[src/rtl/nec_ir_tx.sv]
// nec_ir_tx: NEC infrared transmitter. Serialises a latched 32-bit code
// (leader, 32 pulse-distance bits LSB first, stop mark) or a short repeat
// frame onto a carrier-modulated LED output, then holds a guard gap.
// Ports:
//   clk, res      - clock, asynchronous active-high reset
//   start, rpt    - full / repeat frame request (sampled only while idle)
//   code[31:0]    - frame payload, latched when start is accepted
//   busy          - frame or guard gap in progress
//   done          - one-cycle pulse at the end of the guard gap
//   envelope      - unmodulated mark signal
//   ir_out        - envelope gated by the carrier
module nec_ir_tx #(
    parameter int unsigned UNIT_CYCLES  = 28125,
    parameter int unsigned CARRIER_DIV  = 1316,
    parameter int unsigned CARRIER_HIGH = 439,
    parameter int unsigned GAP_UNITS    = 64
) (
    input  logic        clk,
    input  logic        res,
    input  logic        start,
    input  logic        rpt,
    input  logic [31:0] code,
    output logic        busy,
    output logic        done,
    output logic        envelope,
    output logic        ir_out
);

    localparam int unsigned UW        = $clog2(UNIT_CYCLES + 1);
    localparam int unsigned CW        = $clog2(CARRIER_DIV + 1);
    localparam int unsigned MAX_UNITS = (GAP_UNITS > 16) ? GAP_UNITS : 16;
    localparam int unsigned SW        = $clog2(MAX_UNITS + 1);

    typedef enum logic [2:0] {
        IDLE,
        LEAD_MARK,
        LEAD_SPACE,
        BIT_MARK,
        BIT_SPACE,
        STOP_MARK,
        GAP
    } state_t;

    state_t        state_q, state_d;
    logic [UW-1:0] unit_q, unit_d;
    logic [SW-1:0] su_q, su_d;
    logic [CW-1:0] car_q, car_d;
    logic [4:0]    bit_q, bit_d;
    logic [31:0]   code_q, code_d;
    logic          rep_q, rep_d;
    logic          busy_q, busy_d;
    logic          done_q, done_d;
    logic          env_q, env_d;
    logic          ir_q, ir_d;
    logic [SW-1:0] dur;

    // Next-state, counters and output decode
    always_comb begin
        state_d = state_q;
        unit_d  = unit_q;
        su_d    = su_q;
        bit_d   = bit_q;
        code_d  = code_q;
        rep_d   = rep_q;
        done_d  = 1'b0;
        car_d   = (car_q == CW'(CARRIER_DIV - 1)) ? '0 : car_q + CW'(1);

        // Length of the current state in NEC units
        unique case (state_q)
            LEAD_MARK:  dur = SW'(16);
            LEAD_SPACE: dur = rep_q ? SW'(4) : SW'(8);
            BIT_SPACE:  dur = code_q[bit_q] ? SW'(3) : SW'(1);
            GAP:        dur = SW'(GAP_UNITS);
            default:    dur = SW'(1);
        endcase

        if (state_q == IDLE) begin
            if (start || rpt) begin
                // start wins; a simultaneous rpt is dropped
                if (start) begin
                    code_d = code;
                    rep_d  = 1'b0;
                end else begin
                    rep_d  = 1'b1;
                end
                bit_d   = '0;
                unit_d  = '0;
                su_d    = '0;
                car_d   = '0;
                state_d = LEAD_MARK;
            end
        end else if (unit_q == UW'(UNIT_CYCLES - 1)) begin
            unit_d = '0;
            if (su_q == dur - SW'(1)) begin
                su_d = '0;
                unique case (state_q)
                    LEAD_MARK:  state_d = LEAD_SPACE;
                    LEAD_SPACE: state_d = rep_q ? STOP_MARK : BIT_MARK;
                    BIT_MARK:   state_d = BIT_SPACE;
                    BIT_SPACE: begin
                        if (bit_q == 5'd31) begin
                            state_d = STOP_MARK;
                        end else begin
                            bit_d   = bit_q + 5'd1;
                            state_d = BIT_MARK;
                        end
                    end
                    STOP_MARK:  state_d = GAP;
                    GAP: begin
                        state_d = IDLE;
                        done_d  = 1'b1;
                    end
                    default:    state_d = IDLE;
                endcase
            end else begin
                su_d = su_q + SW'(1);
            end
        end else begin
            unit_d = unit_q + UW'(1);
        end

        env_d  = (state_d == LEAD_MARK) || (state_d == BIT_MARK) ||
                 (state_d == STOP_MARK);
        ir_d   = env_d && (car_d < CW'(CARRIER_HIGH));
        busy_d = (state_d != IDLE);
    end

    // State and registered outputs
    always_ff @(posedge clk or posedge res) begin
        if (res) begin
            state_q <= IDLE;
            unit_q  <= '0;
            su_q    <= '0;
            car_q   <= '0;
            bit_q   <= '0;
            code_q  <= '0;
            rep_q   <= 1'b0;
            busy_q  <= 1'b0;
            done_q  <= 1'b0;
            env_q   <= 1'b0;
            ir_q    <= 1'b0;
        end else begin
            state_q <= state_d;
            unit_q  <= unit_d;
            su_q    <= su_d;
            car_q   <= car_d;
            bit_q   <= bit_d;
            code_q  <= code_d;
            rep_q   <= rep_d;
            busy_q  <= busy_d;
            done_q  <= done_d;
            env_q   <= env_d;
            ir_q    <= ir_d;
        end
    end

    assign busy     = busy_q;
    assign done     = done_q;
    assign envelope = env_q;
    assign ir_out   = ir_q;

endmodule
[config.mk]
export PLATFORM = sky130hd
export DESIGN_NAME = nec_ir_tx
export DESIGN_NICKNAME = d
export VERILOG_FILES = /design/src/rtl/nec_ir_tx.sv
export SDC_FILE = /design/constraint.sdc
export NUM_CORES = 1
export LEC_CHECK = 0
export CAP_MARGIN = 20
export CELL_PAD_IN_SITES_DETAIL_PLACEMENT = 0
export CELL_PAD_IN_SITES_GLOBAL_PLACEMENT = 1
export CORE_ASPECT_RATIO = 1.2
export CORE_UTILIZATION = 45
export CTS_CLUSTER_DIAMETER = 200
export DETAILED_ROUTE_END_ITERATION = 7
export PLACE_DENSITY_LB_ADDON = 0.1
export SYNTH_ARGS = -nofsm -noshare
export SYNTH_HDL_FRONTEND = slang
export SYNTH_SLANG_ARGS = --single-unit
[constraint.sdc]
create_clock -name clk -period 4.9 [get_ports clk]
set_input_delay 0.98 -clock clk [delete_from_list [all_inputs] [get_ports clk]]
set_output_delay 0.98 -clock clk [all_outputs]
set_load 0.01 [all_outputs]
==> metrics.md, run 1 <==
| Metric | Value |
|---|---|
| Slowest-stage cell, CP | `dfrtp_1` |
| Final WL | `9130 µm` |
| Worst setup EP type | `flop` |
| Worst-margin pin slew | `0.767 ns` |
| Max FO, Critical Path | `19` |
| Worst-skew pair later-pin latency | `0.37 ns` |
| Syn Nets | `464` |
| Routed Antenna Nets | `0` |
| Root Driver | `clkbuf_8` |
| CTS tree | `built` |
| R2r setup slk | `0.72 ns` |
| Fraction of layout cells with a size suffix above 1 | `0.172` |
| Net Switching | `523 µW` |
| Setup Fix Bufs, Post-CTS | `0` |
| WS Path Type | `flop to flop` |
| FF/Latch Area | `1950 µm²` |
| Synth area leaders | `dfrtp_1 45%, mux2_2 9.4%, mux4_2 5.2%, nand2_1 4.3%, nand3_1 3.0%` |
| Data arrival time of the critical path | `4.49 ns` |
| Grt ovf | `0` |
| Post-Layout Cell Count | `578` |
| FILL cells | `814` |
| Leak | `0.00202 µW` |
| Flops & latches, synth | `78` |
| Fin crit period | `4.18 ns` |
| Synth async-reset ratio | `1.00` |
| Critical Path, Cell by Cell | `mux4_2, mux4_2, mux2_2, nand3_1, ha_1, and3_1, o21ai_1, a311oi_4, nand4_4, or4_1, nand3_1` |
| Required time of the critical path | `5.21 ns` |
| Critical Path Max Stage Delay | `0.74 ns` |
| Area of the multi-input gates | `2190 µm²` |
| Core area | `9180 µm²` |
| Top-count cell post-synth | `dfrtp_1` |
| Pwr per Cell Area | `362 nW/µm²` |
| Register area share after synthesis | `0.453` |
| DRC viols | `0` |
| Max clock buf depth | `2` |
| Mapped Area | `4310 µm²` |
| Global-route total usage across every layer | `0.204` |
| Placed cells | `562` |
| Gpl congestion | `0.804` |
| Max-cap violations | `0` |
| VDD IR max | `224 µV` |
| Clock power share | `0.293` |
| Die Wd | `91.3 µm` |
| Pint | `1280 µW` |
| Worst Setup SP | `bit_q[0]` |
| Initial antenna violation count | `0` |
| Main synth FF type | `dfrtp_1` |
| Worst slew margin | `0.487` |
| RSZ-0062 raised after global routing | `false` |
| Distinct cells, synth | `55` |
| Ports | `40` |
| Post-CTS sizing | `0` |
| Pins over their slew limit | `0` |
| Top cells by count, synth | `78 x dfrtp_1, 49 x nand2_1, 36 x mux2_2, 34 x nor2_1` |
| Hold Buf Count CTS | `0` |
| # diodes | `0` |
| Worst clock skew | `0.00926 ns` |
| Vias in the first global route | `3135` |
| # clock sinks | `78` |
| R2R depth | `11` |
| Yosys top cell by area | `dfrtp_1` |
| Synth warnings | `0` |
| Num CTS Buffers | `9` |
| Final HPWL DP | `6600 µm` |
| Switching part of the total | `0.289` |
| IO Port Bufs | `39` |
| End point of the critical path | `bit_q[2]` |
| Vias | `3255` |
| Area delta synth->final | `15.7%` |
| Critical Path Source Type | `flop` |
| Initial Util | `0.470` |
| Max Freq | `239 MHz` |
| First-pass GRT wire length | `15600 µm` |
| Layout Nets | `496` |
| Gate Count Post-Synth | `421` |
| Num rows | `38` |
| Largest net degree at the start of global routing | `34` |
| Mean area per synthesized cell | `10.2 µm²` |
| Seq pwr share | `0.507` |
| RR Endpoint | `bit_q[2]` |
| Count of TritonRoute iterations in the first routing pass | `4` |
| Chip Height | `109 µm` |
| Status | `completed` |
| DR iter-0 viols | `183` |
| Combinational Power Share | `0.200` |
| Htree depth | `3` |
| Clock transition at the registers of the reported paths | `0.08 ns` |
| Final TNS setup | `0 ns` |
| Final Core Density | `0.544` |
| Synth top area share | `0.453` |
| RR Startpoint | `bit_q[0]` |
| Final Hold Vio Count | `0` |
| Post-route clock period utilization | `0.853` |
| Worst Hold Class | `flop to flop` |
| Setup Viol. Count Final | `0` |
| Die ar. | `9980 µm²` |
| Drt via density | `5.63` |
| DR WL/cell | `15.8 µm` |
| Number of synthesized flops with an enable pin | `0` |
through the flow:
| step | hold slack [ns] | power [µW] | setup WS (ns) | cell area, µm² |
|---|---|---|---|---|
| finish | 0.504 | 1810 | 0.719 | 4990 |
| global route | 0.525 | 1910 | 0.435 | 4990 |
| CTS | 0.508 | 1830 | 0.664 | 4990 |
| detailed placement | 0.495 | 1300 | 0.703 | 4780 |
| global placement | 0.473 | 1280 | 0.815 | 4780 |
| floorplan | 0.451 | 1170 | 1.25 | 4310 |
cells in the final DEF, fill, tap and decap left out, types with 3 or more instances in the layout:
cell	instances
clkinv_2	4
clkbuf_8	9
o31ai_1	4
clkdlybuf4s50_1	39
nor3_1	8
nand4_1	8
inv_1	13
or4_1	6
xnor2_1	9
nand2_1	49
nor2_1	34
nor4_1	3
mux4_2	10
or2_2	3
nor3b_1	3
dfrtp_1	78
nand2b_1	3
mux2_2	36
or3_1	4
ha_1	7
a21oi_1	11
nand3_1	26
o211ai_1	8
xor2_1	5
o21ai_0	26
buf_4	5
and2_1	4
mux2i_1	3
and3_1	7
final cells by class:
| cell class | count | share of cell area |
|---|---|---|
| repair buffers | 44 | 0.0858 |
| flip-flops and latches | 78 | 0.391 |
| inverters | 14 | 0.0105 |
| clock buffers | 9 | 0.0248 |
| clock inverters | 7 | 0.0178 |
| multi-input cells | 306 | 0.440 |
| well taps | 120 | 0.0301 |
state kept, by name, summed over array words and instances (netlist names):
| name | flops |
|---|---|
| bit_q | 5 |
| busy | 1 |
| car_q | 11 |
| code_q | 32 |
| done | 1 |
| envelope | 1 |
| ir_out | 1 |
| rep_q | 1 |
| state_q | 3 |
| su_q | 7 |
| unit_q | 15 |
worst min-delay path by stage:
stage	to	slack (ns)	start	cells past startpoint
floorplan	unit_q[14]	0.45	unit_q[14]	1
global placement	unit_q[14]	0.47	unit_q[14]	1
detailed placement	code_q[20]	0.49	code_q[20]	1
CTS	unit_q[14]	0.51	unit_q[14]	1
global route	code_q[28]	0.53	code_q[28]	1
finish	unit_q[14]	0.50	unit_q[14]	1
power by group through the flow:
| stage | registers (µW) | clock network, µW | logic [µW] |
|---|---|---|---|
| after floorplan | 866 | 0 | 307 |
| after global placement | 931 | 0 | 349 |
| after detailed placement | 932 | 0 | 365 |
| after CTS | 918 | 543 | 368 |
| after global routing | 941 | 564 | 405 |
| final | 916 | 529 | 362 |
critical path, delay by kind of cell (launching register included):
kind	cells	cell delay [ns]
and+or+nand+nor	5	1.26
adders and majority gates	1	0.31
AOI/OAI and AO/OA	2	0.46
muxes	3	1.35
DFF	1	0.74
kinds of logic after synthesis:
family | count (synthesis) | share of synthesized area
flip-flops | 78 | 0.453
XOR/XNOR | 14 | 0.0284
AO/OA/AOI/OAI | 67 | 0.102
multiplexers | 49 | 0.153
adder cells (fa/ha/maj) | 7 | 0.0203
AND/OR/NAND/NOR | 169 | 0.205
buffers and inverters | 37 | 0.0383
layer usage:
layer,GRT usage,vias to the layer above,wire length (µm)
met5,0,-,0
li1,-,1591,-
met3,0.0328,12,349
met1,0.263,1592,4150
met2,0.334,60,4430
met4,0.104,0,201
No activity file was read; power rests on OpenSTA's default activity.
==> inputs of run 2 (changes only) <==
--- a/config.mk
+++ b/config.mk
@@ -12,7 +12,7 @@
 export CORE_UTILIZATION = 45
 export CTS_CLUSTER_DIAMETER = 200
 export DETAILED_ROUTE_END_ITERATION = 7
-export PLACE_DENSITY_LB_ADDON = 0.1
+export PLACE_DENSITY_LB_ADDON = 0.12
 export SYNTH_ARGS = -nofsm -noshare
 export SYNTH_HDL_FRONTEND = slang
 export SYNTH_SLANG_ARGS = --single-unit
==> metrics.md, run 2 (synthesis gave the netlist of run 1 again) <==
| Metric | Value |
|---|---|
| Status | `completed (unchanged)` |
| Setup Viol. Count Final | `0 (unchanged)` |
| Hold Buf Count CTS | `0 (unchanged)` |
| Worst setup EP type | `flop (unchanged)` |
| Setup Fix Bufs, Post-CTS | `0 (unchanged)` |
| Placed cells | `563 (was 562)` |
| # clock sinks | `78 (unchanged)` |
| # diodes | `0 (unchanged)` |
| Htree depth | `3 (unchanged)` |
| Final WL | `9250 µm (was 9130 µm)` |
| Worst Setup SP | `bit_q[0] (unchanged)` |
| Grt ovf | `0 (unchanged)` |
| Pins over their slew limit | `0 (unchanged)` |
| Routed Antenna Nets | `0 (unchanged)` |
| Largest net degree at the start of global routing | `42 (was 34)` |
| Max FO, Critical Path | `19 (unchanged)` |
| Count of TritonRoute iterations in the first routing pass | `4 (unchanged)` |
| DR WL/cell | `16.0 µm (was 15.8 µm)` |
| Required time of the critical path | `5.19 ns (was 5.21 ns)` |
| Fraction of layout cells with a size suffix above 1 | `0.172 (about the same)` |
| Data arrival time of the critical path | `4.44 ns (was 4.49 ns)` |
| FF/Latch Area | `1950 µm² (unchanged)` |
| Max reg flops | `32 (unchanged)` |
| VDD IR max | `231 µV (was 224 µV)` |
| Num CTS Buffers | `9 (unchanged)` |
| Clock transition at the registers of the reported paths | `0.08 ns (about the same)` |
| WS Path Type | `flop to flop (unchanged)` |
| Die Wd | `91.3 µm (unchanged)` |
| Fin crit period | `4.15 ns (was 4.18 ns)` |
| Chip Height | `109 µm (unchanged)` |
| Post-CTS sizing | `0 (unchanged)` |
| Commonest non-fill, non-tap cells in the layout | `78 x dfrtp_1, 49 x nand2_1, 39 x clkdlybuf4s50_1 (unchanged)` |
| IO Port Bufs | `39 (unchanged)` |
| Max Freq | `241 MHz (was 239 MHz)` |
| Final HPWL DP | `6650 µm (was 6600 µm)` |
| RSZ-0062 raised after global routing | `false (unchanged)` |
| Vias in the first global route | `3150 (was 3135)` |
| Worst slew margin | `0.450 (was 0.487)` |
| FILL cells | `815 (was 814)` |
| Buf/Inv on CP | `0 (unchanged)` |
| Core area | `9180 µm² (unchanged)` |
| Slowest-stage cell, CP | `dfrtp_1 (unchanged)` |
| CTS tree | `built (unchanged)` |
| Leak | `0.00204 µW (was 0.00202 µW)` |
| Worst-margin pin slew | `0.819 ns (was 0.767 ns)` |
| RR Startpoint | `bit_q[0] (unchanged)` |
| Most common cell after layout, fill and taps aside | `dfrtp_1 (unchanged)` |
| Post-route clock period utilization | `0.846 (was 0.853)` |
| Global-route total usage across every layer | `0.206 (was 0.204)` |
| Gpl congestion | `0.804 (about the same)` |
| Critical Path Source Type | `flop (unchanged)` |
| Drt via density | `5.72 (was 5.63)` |
| Critical Path, Cell by Cell | `mux4_2, mux4_2, mux2_2, nand3_1, ha_1, and3_1, o21ai_1, a311oi_4, nand4_4, or4_1, nand3_1 (unchanged)` |
| Num rows | `38 (unchanged)` |
| Vias | `3313 (was 3255)` |
| Final Core Density | `0.550 (was 0.544)` |
| Max-cap violations | `0 (unchanged)` |
| Critical Path Max Stage Delay | `0.72 ns (was 0.74 ns)` |
| Ports | `40 (unchanged)` |
| Initial antenna violation count | `0 (unchanged)` |
| Final TNS setup | `0 ns (unchanged)` |
| Area of the multi-input gates | `2190 µm² (unchanged)` |
| Worst Hold Class | `flop to flop (unchanged)` |
| First-pass GRT wire length | `15900 µm (was 15600 µm)` |
| Worst clock skew | `0.00689 ns (was 0.00926 ns)` |
| Final Hold Vio Count | `0 (unchanged)` |
| Area delta synth->final | `17.0% (was 15.7%)` |
| Root Driver | `clkbuf_8 (unchanged)` |
| DRC viols | `0 (unchanged)` |
| Hold path start | `unit_q[14] (unchanged)` |
| Regs by FF count | `code_q: 32 flops, unit_q: 15 flops, car_q: 11 flops (unchanged)` |
| Worst-skew pair later-pin latency | `0.36 ns (was 0.37 ns)` |
| Layout Nets | `497 (was 496)` |
| Post-Layout Cell Count | `579 (was 578)` |
| Die ar. | `9980 µm² (unchanged)` |
| Max clock buf depth | `2 (unchanged)` |
| Biggest register | `code_q (unchanged)` |
| CP delay by family, top | `multiplexers (unchanged)` |
| Overall power | `1910 µW (was 1810 µW)` |
| Pwr per Cell Area | `379 nW/µm² (was 362 nW/µm²)` |
| Initial Util | `0.470 (unchanged)` |
| DR iter-0 viols | `156 (was 183)` |
==> run 2: routing by layer <==
metal,routed length [µm],track usage,up-vias
met3,387,0.0467,8
met4,112,0.0680,0
met2,4580,0.341,74
met5,0,0,-
li1,-,-,1590
met1,4170,0.268,1641
==> run 2: stage by stage <==
stage / hold WS [ns] / setup slack, ns / cell area (µm²)
after floorplan: 0.451 / 1.25 / 4310
final: 0.494 / 0.753 / 5040
after global placement: 0.466 / 0.834 / 4780
after global routing: 0.531 / 0.497 / 5040
after CTS: 0.499 / 0.722 / 5040
after detailed placement: 0.487 / 0.750 / 4780
==> run 2: worst paths after layout <==
check	to	slack [ns]	cells past startpoint
min	unit_q[14]	0.49	1
max	bit_q[3]	0.75	11
max reg2reg	bit_q[3]	0.75	11
min in group asynchronous	unit_q[2]	0.86	2
max in group asynchronous	bit_q[4]	3.25	3
min reg2reg	unit_q[14]	0.49	1
==> run 2: power by group <==
group          internal, µW  switching, µW
sequential              785            132
combinational           215            146
clock                   390            242
==> run 2: area by class of cell <==
cell class | instances | area share
clock buffer | 10 | 0.0253
multi-input combinational | 306 | 0.435
sequential | 78 | 0.387
inverter | 14 | 0.0104
timing repair buffer | 45 | 0.0863
clock inverter | 6 | 0.0265
tap | 120 | 0.0298
